`config.mk`:
```
export PLATFORM = sky130hd
export DESIGN_NAME = instr_issue
export DESIGN_NICKNAME = d
export VERILOG_FILES = /design/src/rtl/instr_issue.sv
export SDC_FILE = /design/constraint.sdc
export NUM_CORES = 1
export LEC_CHECK = 0
export BUFFER_PORTS_ARGS = -buffer_cell sky130_fd_sc_hd__buf_4
export CORE_ASPECT_RATIO = 1.5
export CORE_MARGIN = 2
export CORE_UTILIZATION = 62
export DETAILED_ROUTE_END_ITERATION = 10
export HOLD_SLACK_MARGIN = 0.08
export PLACE_DENSITY_LB_ADDON = 0.2
export SETUP_SLACK_MARGIN = 0.02
export SYNTH_ARGS = -nofsm -noshare
export SYNTH_HDL_FRONTEND = slang
export SYNTH_SLANG_ARGS = --single-unit
```
`constraint.sdc`:
```
create_clock -name clk -period 5.4 [get_ports clk]
set_clock_uncertainty 0.15 [all_clocks]
set_input_delay 0.81 -clock clk [delete_from_list [all_inputs] [get_ports clk]]
set_output_delay 0.81 -clock clk [all_outputs]
set_load 0.03 [all_outputs]
```
`src/rtl/instr_issue.sv`:
```
// rtl/instr_issue.sv - instruction FIFO and IDLE/WAIT issue FSM feeding the control unit
// Optional 16-bit issue counter port enabled by defining INSTR_ISSUE_COUNT_EN.
module instr_issue #(
  parameter int DEPTH = 4
) (
  input  logic        clk,
  input  logic        rst,
  input  logic [15:0] in_data,
  input  logic        in_valid,
  output logic        in_ready,
  input  logic        cu_done,
  input  logic        flush,
  output logic [15:0] instr,
  output logic        new_instr,
`ifdef INSTR_ISSUE_COUNT_EN
  output logic        busy,
  output logic [15:0] issue_count
`else
  output logic        busy
`endif
);

  localparam int AW = (DEPTH > 1) ? $clog2(DEPTH) : 1;
  localparam int CW = AW + 1;

  typedef enum logic {
    S_IDLE = 1'b0,
    S_WAIT = 1'b1
  } state_t;

  state_t          r_state;
  logic [AW-1:0]   r_wptr;
  logic [AW-1:0]   r_rptr;
  logic [CW-1:0]   r_count;
  logic [15:0]     r_mem [DEPTH];
  logic [15:0]     r_instr;
  logic            r_new_instr;

  logic            w_full;
  logic            w_empty;
  logic            w_push;
  logic            w_done;
  logic            w_pop;

  // Occupancy is registered, so a word pushed this edge cannot be popped on the same edge.
  assign w_full  = (r_count == CW'(DEPTH));
  assign w_empty = (r_count == '0);
  assign w_push  = in_valid & ~w_full & ~flush;
  assign w_done  = (r_state == S_WAIT) & cu_done & ~r_new_instr;
  assign w_pop   = ~flush & ~w_empty & ((r_state == S_IDLE) | w_done);

  assign in_ready  = ~w_full;
  assign instr     = r_instr;
  assign new_instr = r_new_instr;
  assign busy      = (r_state == S_WAIT);

  always_ff @(posedge clk) begin
    if (w_push) begin
      r_mem[r_wptr] <= in_data;
    end
  end

  always_ff @(posedge clk or posedge rst) begin
    if (rst) begin
      r_wptr  <= '0;
      r_rptr  <= '0;
      r_count <= '0;
    end else if (flush) begin
      r_wptr  <= '0;
      r_rptr  <= '0;
      r_count <= '0;
    end else begin
      if (w_push) begin
        r_wptr <= r_wptr + AW'(1);
      end
      if (w_pop) begin
        r_rptr <= r_rptr + AW'(1);
      end
      case ({w_push, w_pop})
        2'b10:   r_count <= r_count + CW'(1);
        2'b01:   r_count <= r_count - CW'(1);
        default: r_count <= r_count;
      endcase
    end
  end

  always_ff @(posedge clk or posedge rst) begin
    if (rst) begin
      r_state     <= S_IDLE;
      r_instr     <= 16'h0000;
      r_new_instr <= 1'b0;
    end else if (flush) begin
      r_state     <= S_IDLE;
      r_new_instr <= 1'b0;
    end else if (w_pop) begin
      r_state     <= S_WAIT;
      r_instr     <= r_mem[r_rptr];
      r_new_instr <= 1'b1;
    end else begin
      r_new_instr <= 1'b0;
      if (w_done) begin
        r_state <= S_IDLE;
      end
    end
  end

`ifdef INSTR_ISSUE_COUNT_EN
  logic [15:0] r_issue_count;

  always_ff @(posedge clk or posedge rst) begin
    if (rst) begin
      r_issue_count <= 16'h0000;
    end else if (w_pop) begin
      r_issue_count <= r_issue_count + 16'h0001;
    end
  end

  assign issue_count = r_issue_count;
`endif

endmodule

```
[Yosys cells after proc, flatten, opt, wreduce, memory -nomap -nowiden]
Memories as Yosys holds them, arrays and structs flattened. A register that Yosys moved wholly into a read port is not among the register bits.
Cells that the tools add are included.
Storage, ports and cells
  input bits: 21
  output and inout port bits: 19
  register bits: 9
  logic and storage cells: 44
  latch bits: 0
  bits in writable memories: 64
  memories kept: 1
  memory bits (read-only): 0
Memories
  r_mem: depth 4, width 16, rd ports 1, clocked after Yosys merged registers in 1, wr ports 1, line 35  | logic [15:0] r_mem [DEPTH];
Cells by class
  magnitude comparators: 0
  add/subtract/negate cells: 4
  muxes and demuxes: 13
  bitwise logic cells: 12
  shift-type cells: 0
  equal/unequal tests: 3
  multiply operators: 0
  div/mod/pow operators: 0
  reductions and logical operators: 6
Operators with widths (number)
  2-to-1 mux 2 bit: 4
  2-to-1 mux 1 bit: 7
  AND 1 bit: 6
  one-hot mux 3 bit (2 select lines): 1
  nonzero test 3 bit: 2
  NOT 1 bit: 5
  adder 2 x 1 -> 2 bit, second input constant: 2
  nonzero test 2 bit: 2
  adder 3 x 1 -> 3 bit, second input constant: 1
  == test 3 bit, second input constant: 1
  logical NOT 3 bit: 1
  2-to-1 mux 3 bit: 1
  subtractor 3 x 1 -> 3 bit, second input constant: 1
  == test 2 x 1 -> 1 bit, second input constant: 1
  == test 2 bit, second input constant: 1
  AND reduction 2 bit: 1
  bitwise OR 1 bit: 1

[Longest topological paths before layout]
  word-level depth: 7
  gate-level depth with buffers: 11
  mapped depth without buffers: 8

[Least setup slack after synthesis]
No wires, ideal clock.
  path kind: input to register
  start: input cu_done
  end: register r_count[2]
  arrival: 2581 ps
  library setup time: 82 ps
  path buffers: 3
  required time: 5168 ps
  setup slack: 2587 ps
  stages: 11
  cells stage by stage: nand2b_1 -> buf_6 -> a21oi_4 -> nor2b_4 -> buf_6 -> buf_12 -> a21boi_1 -> fa_1 -> a2111o_1 -> a21o_1 -> a31oi_1
Between the ends
  longest elaborated chain between the ends: 7
  elaborated cells between the ends (all ways): 9
  those cells by class: 2 x eq/ne; 2 x mux; 4 x bitwise; 1 x reduce/logical
Ends and longest elaborated chain
  from (decl): line 11  | input logic cu_done,
  AND 1 bit (*) (2 in series): line 49  | assign w_done = (r_state == S_WAIT) & cu_done & ~r_new_instr;
  bitwise OR 1 bit (*): line 50  | assign w_pop = ~flush & ~w_empty & ((r_state == S_IDLE) | w_done);
  AND 1 bit (*): line 50
  == test 2 x 1 -> 1 bit / == test 2 bit (equally long branches): line 79  | case ({w_push, w_pop})
  one-hot mux 3 bit (2 select lines): line 79
  2-to-1 mux 3 bit: line 68  | end else if (flush) begin
  to (signal assigned): line 80  | 2'b10: r_count <= r_count + CW'(1);
  to (signal assigned): line 81  | 2'b01: r_count <= r_count - CW'(1);
  to (signal assigned): line 82  | default: r_count <= r_count;
  to (decl): line 34  | logic [CW-1:0] r_count;
Every way passes the cells marked *; elsewhere a longest branch is shown, timed or not.
A chain may end at the register's enable or synchronous reset.

[Worst setup path in the final report]
  start: input cu_done
  end: register r_count[1]
Same word-level chain as after synthesis.

==> results.md <==
- CP Class: in -> reg
- Net load switching power: 671 µW
- Post-Route WL: roughly 6000 µm
- Post-route ant nets: 0
- Max Slew Vio Count: 0
- Fin crit share: a little under three fifths
- Biggest area consumer among synthesized cells: edfxtp_1
- Switching portion of total power: 31.7%
- Filler cell count: between 300 and 400
- Vias in the first global route: 2023
- Worst path slowest cell: nor2b_4
- Syn nets: around 220
- Layout area overhead: 13.6%
- Root buf cell: clkbuf_8
- Synth Flop Type: edfxtp_1
- Post-synth ARST share: roughly 28%
- DRC Markers: 0
- Gpl congestion: between 0.7 and 0.8
- Top cells by count, synth: edfxtp_1 (64), dfrtp_1 (25), mux4_2 (16), mux2_2 (8), mux2_4 (8)
- Synth unique cells: 40
- Final net count: approximately 260
- Power, Total: 2110 µW
- CTS Buf Count: 9
- Postcts setup bufs: 0
- Top cell type's share of synthesized area: between 50% and 60%
- Final hold vios: 0
- Post-Syn Area: roughly 3600 µm²
- PD cells: about 510 nW/µm²
- Vias/cell: ~5.9
- Post-synth EDFFs: between 60 and 70
- Initial DRC count: 170
- Rows: 34
- Initial Util: a little over three fifths
- Final worst slack: about 2.4 ns
- Core Footprint: 5740 µm²
- Multi-input gate area: just under 1000 µm²
- GRT overflow: 0
- Hold WC Path Type: reg -> reg
- Full die area: approximately 6500 µm²
- Worst path arrival time: between 3 and 4 ns
- Post-CTS sizing: 0
- Chip height: 97.8 µm
- TNS Setup: 0 ns
- Yosys Warn Count: 0
- Worst EP required: 5.49 ns
- Sequential area share after synthesis: a little over two thirds
- Worst Setup Start Kind: input port
- Hold buffer count at cts: 0
- Post-Synthesis Cells: 191
- CTS sink count: 89
- Clk pwr share: 22.8%
- HPWL Detailed: around 4000 µm
- VDD IR max: about 0.45 mV
- Leak Pwr: between 0.0015 and 0.002 µW
- Final setup vio count: 0
- RSZ-0062 raised after global routing: no
- Flops & latches, synth: 89
- 1st-pass router iterations: 4
- Most frequent cell after synthesis: edfxtp_1
- Clock buffer depth: 2
- Clock transition at path regs: roughly 0.080 ns
- TritonCTS clock tree: built
- Clk_lat worst skew: 0.34 ns
- Worst slew pin tran: 1.15 ns
- Die Wd: around 67 µm
- Slew HR: a little under a quarter
- Largest cells by area after synthesis: edfxtp_1 (53%), dfrtp_1 (17%), mux4_2 (9.9%), mux2_4 (3.3%), mux2_2 (2.5%)
- First-pass GRT wire length: 10100 µm
- Post-placement setup slack: between 2 and 2.5 ns
- Min cycle time layout: 2.99 ns
- Initial antenna violation count: 0
- Largest net degree at the start of global routing: 26
- WL per Instance: around 20 µm
- Total GRT Usage: between 20% and 30%
- Run status: finished, final reports clean
- Number of I/O port buffers: 39
- Worst-path cell chain: buf_4 > nand2b_1 > a21oi_4 > nor2b_4 > a21boi_1 > fa_1 > a22oi_1 > a21oi_1 > o21a_1
- Via count: 1820
- Fmax: 334 MHz
- Register area: between 2000 and 3000 µm²
- Crit. End Element: register
- Fin Hold WS: roughly 0.37 ns
- Sequential Power Share: between 40% and 50%
- Internal power: approximately 1400 µW
- Worst path max stage delay: between 0.5 and 0.6 ns
- Mean Syn Cell Area: between 15 and 20 µm²
- Antenna Cells: 0
- # H-tree levels: 3
- Part of the power in combinational logic: a little under a third
- Share of cells above drive strength 1: a little under two fifths
- CP max FO: 18
- Num ports: 40
- Max_cap viols: 0
-- path summary, 6_finish.rpt --
| kind | start | end | slack, ns | cells past startpoint |
|---|---|---|---|---|
| setup / recovery | cu_done | r_count[1] | 2.41 | 9 |
| hold / removal | instr[3] | instr[3] | 0.37 | 1 |
| setup reg to reg | new_instr | r_count[1] | 2.48 | 8 |
| hold reg to reg | instr[3] | instr[3] | 0.37 | 1 |
| max in group asynchronous | rst | instr[1] | 3.92 | 2 |
| min in group asynchronous | rst | instr[5] | 0.55 | 2 |
-- critical path: cells and delay by family --
family,cells,cell delay [ns]
AO/OA/AOI/OAI,5,0.93
AND/OR/NAND/NOR,2,0.80
adder cells (fa/ha/maj),1,0.45
buffers and inverters,1,0.08
-- power by group through the flow --
stage / Clock [µW] / Combinational (µW) / Sequential (µW)
floorplan: 0 / 424 / 1040
global placement: 0 / 637 / 977
detailed placement: 0 / 661 / 987
CTS: 491 / 665 / 974
global route: 518 / 705 / 990
finish: 481 / 660 / 971
-- metal layers --
layer | wire (µm) | global-route usage [%]
met3 | 230 | 5.18
met5 | 0 | 0
met1 | 2580 | 28.5
met2 | 3270 | 35.0
met4 | 85 | 7.06
-- cell type report --
type,count,share of cell area (%)
multi-input combinational,85,23.4
timing repair buffer,39,7.09
clock inverter,5,1.97
inverter,6,0.545
sequential,89,61.7
clock buffer,11,3.18
tap,72,2.18
-- placed cells by master, fill, tap and decap left out, drive strengths merged, types with 2 or more instances in the layout --
master  instances
clkinv          2
mux4           16
dfrtp          25
a21boi          2
bufinv          2
nand3           3
a21oi           7
nand2           4
nor3            2
ha              4
inv             6
nand4           2
clkbuf         11
xnor2           3
and2            4
buf            39
mux2           16
nor2            6
edfxtp         64
-- registers in the layout (all words and copies together), names as in the netlist --
signal and cells:
busy 1, r_mem 64, r_rptr 2, new_instr 1
r_wptr 2, instr 16, r_count 3
-- kinds of logic (layout without fill, tap and decap cells) --
kind of cell,Yosys count,count (layout),synth area share [%]
simple gates,26,26,4.23
compound gates,18,18,3.75
buf+inv,17,61,3.41
mux,32,32,15.7
fa+ha+maj,5,5,1.93
flops,89,89,70.0
xor+xnor,4,4,0.963
-- stage by stage --
stage | cells | area (µm²) | util, %
after global routing | 307 | 4130 | 71.9
final | 307 | 4130 | 71.9
after global placement | 291 | 3920 | 68.2
after floorplan | 191 | 3640 | -
after detailed placement | 291 | 3920 | 68.2
after CTS | 307 | 4130 | 71.9
No activity file was read; power rests on OpenSTA's default activity.
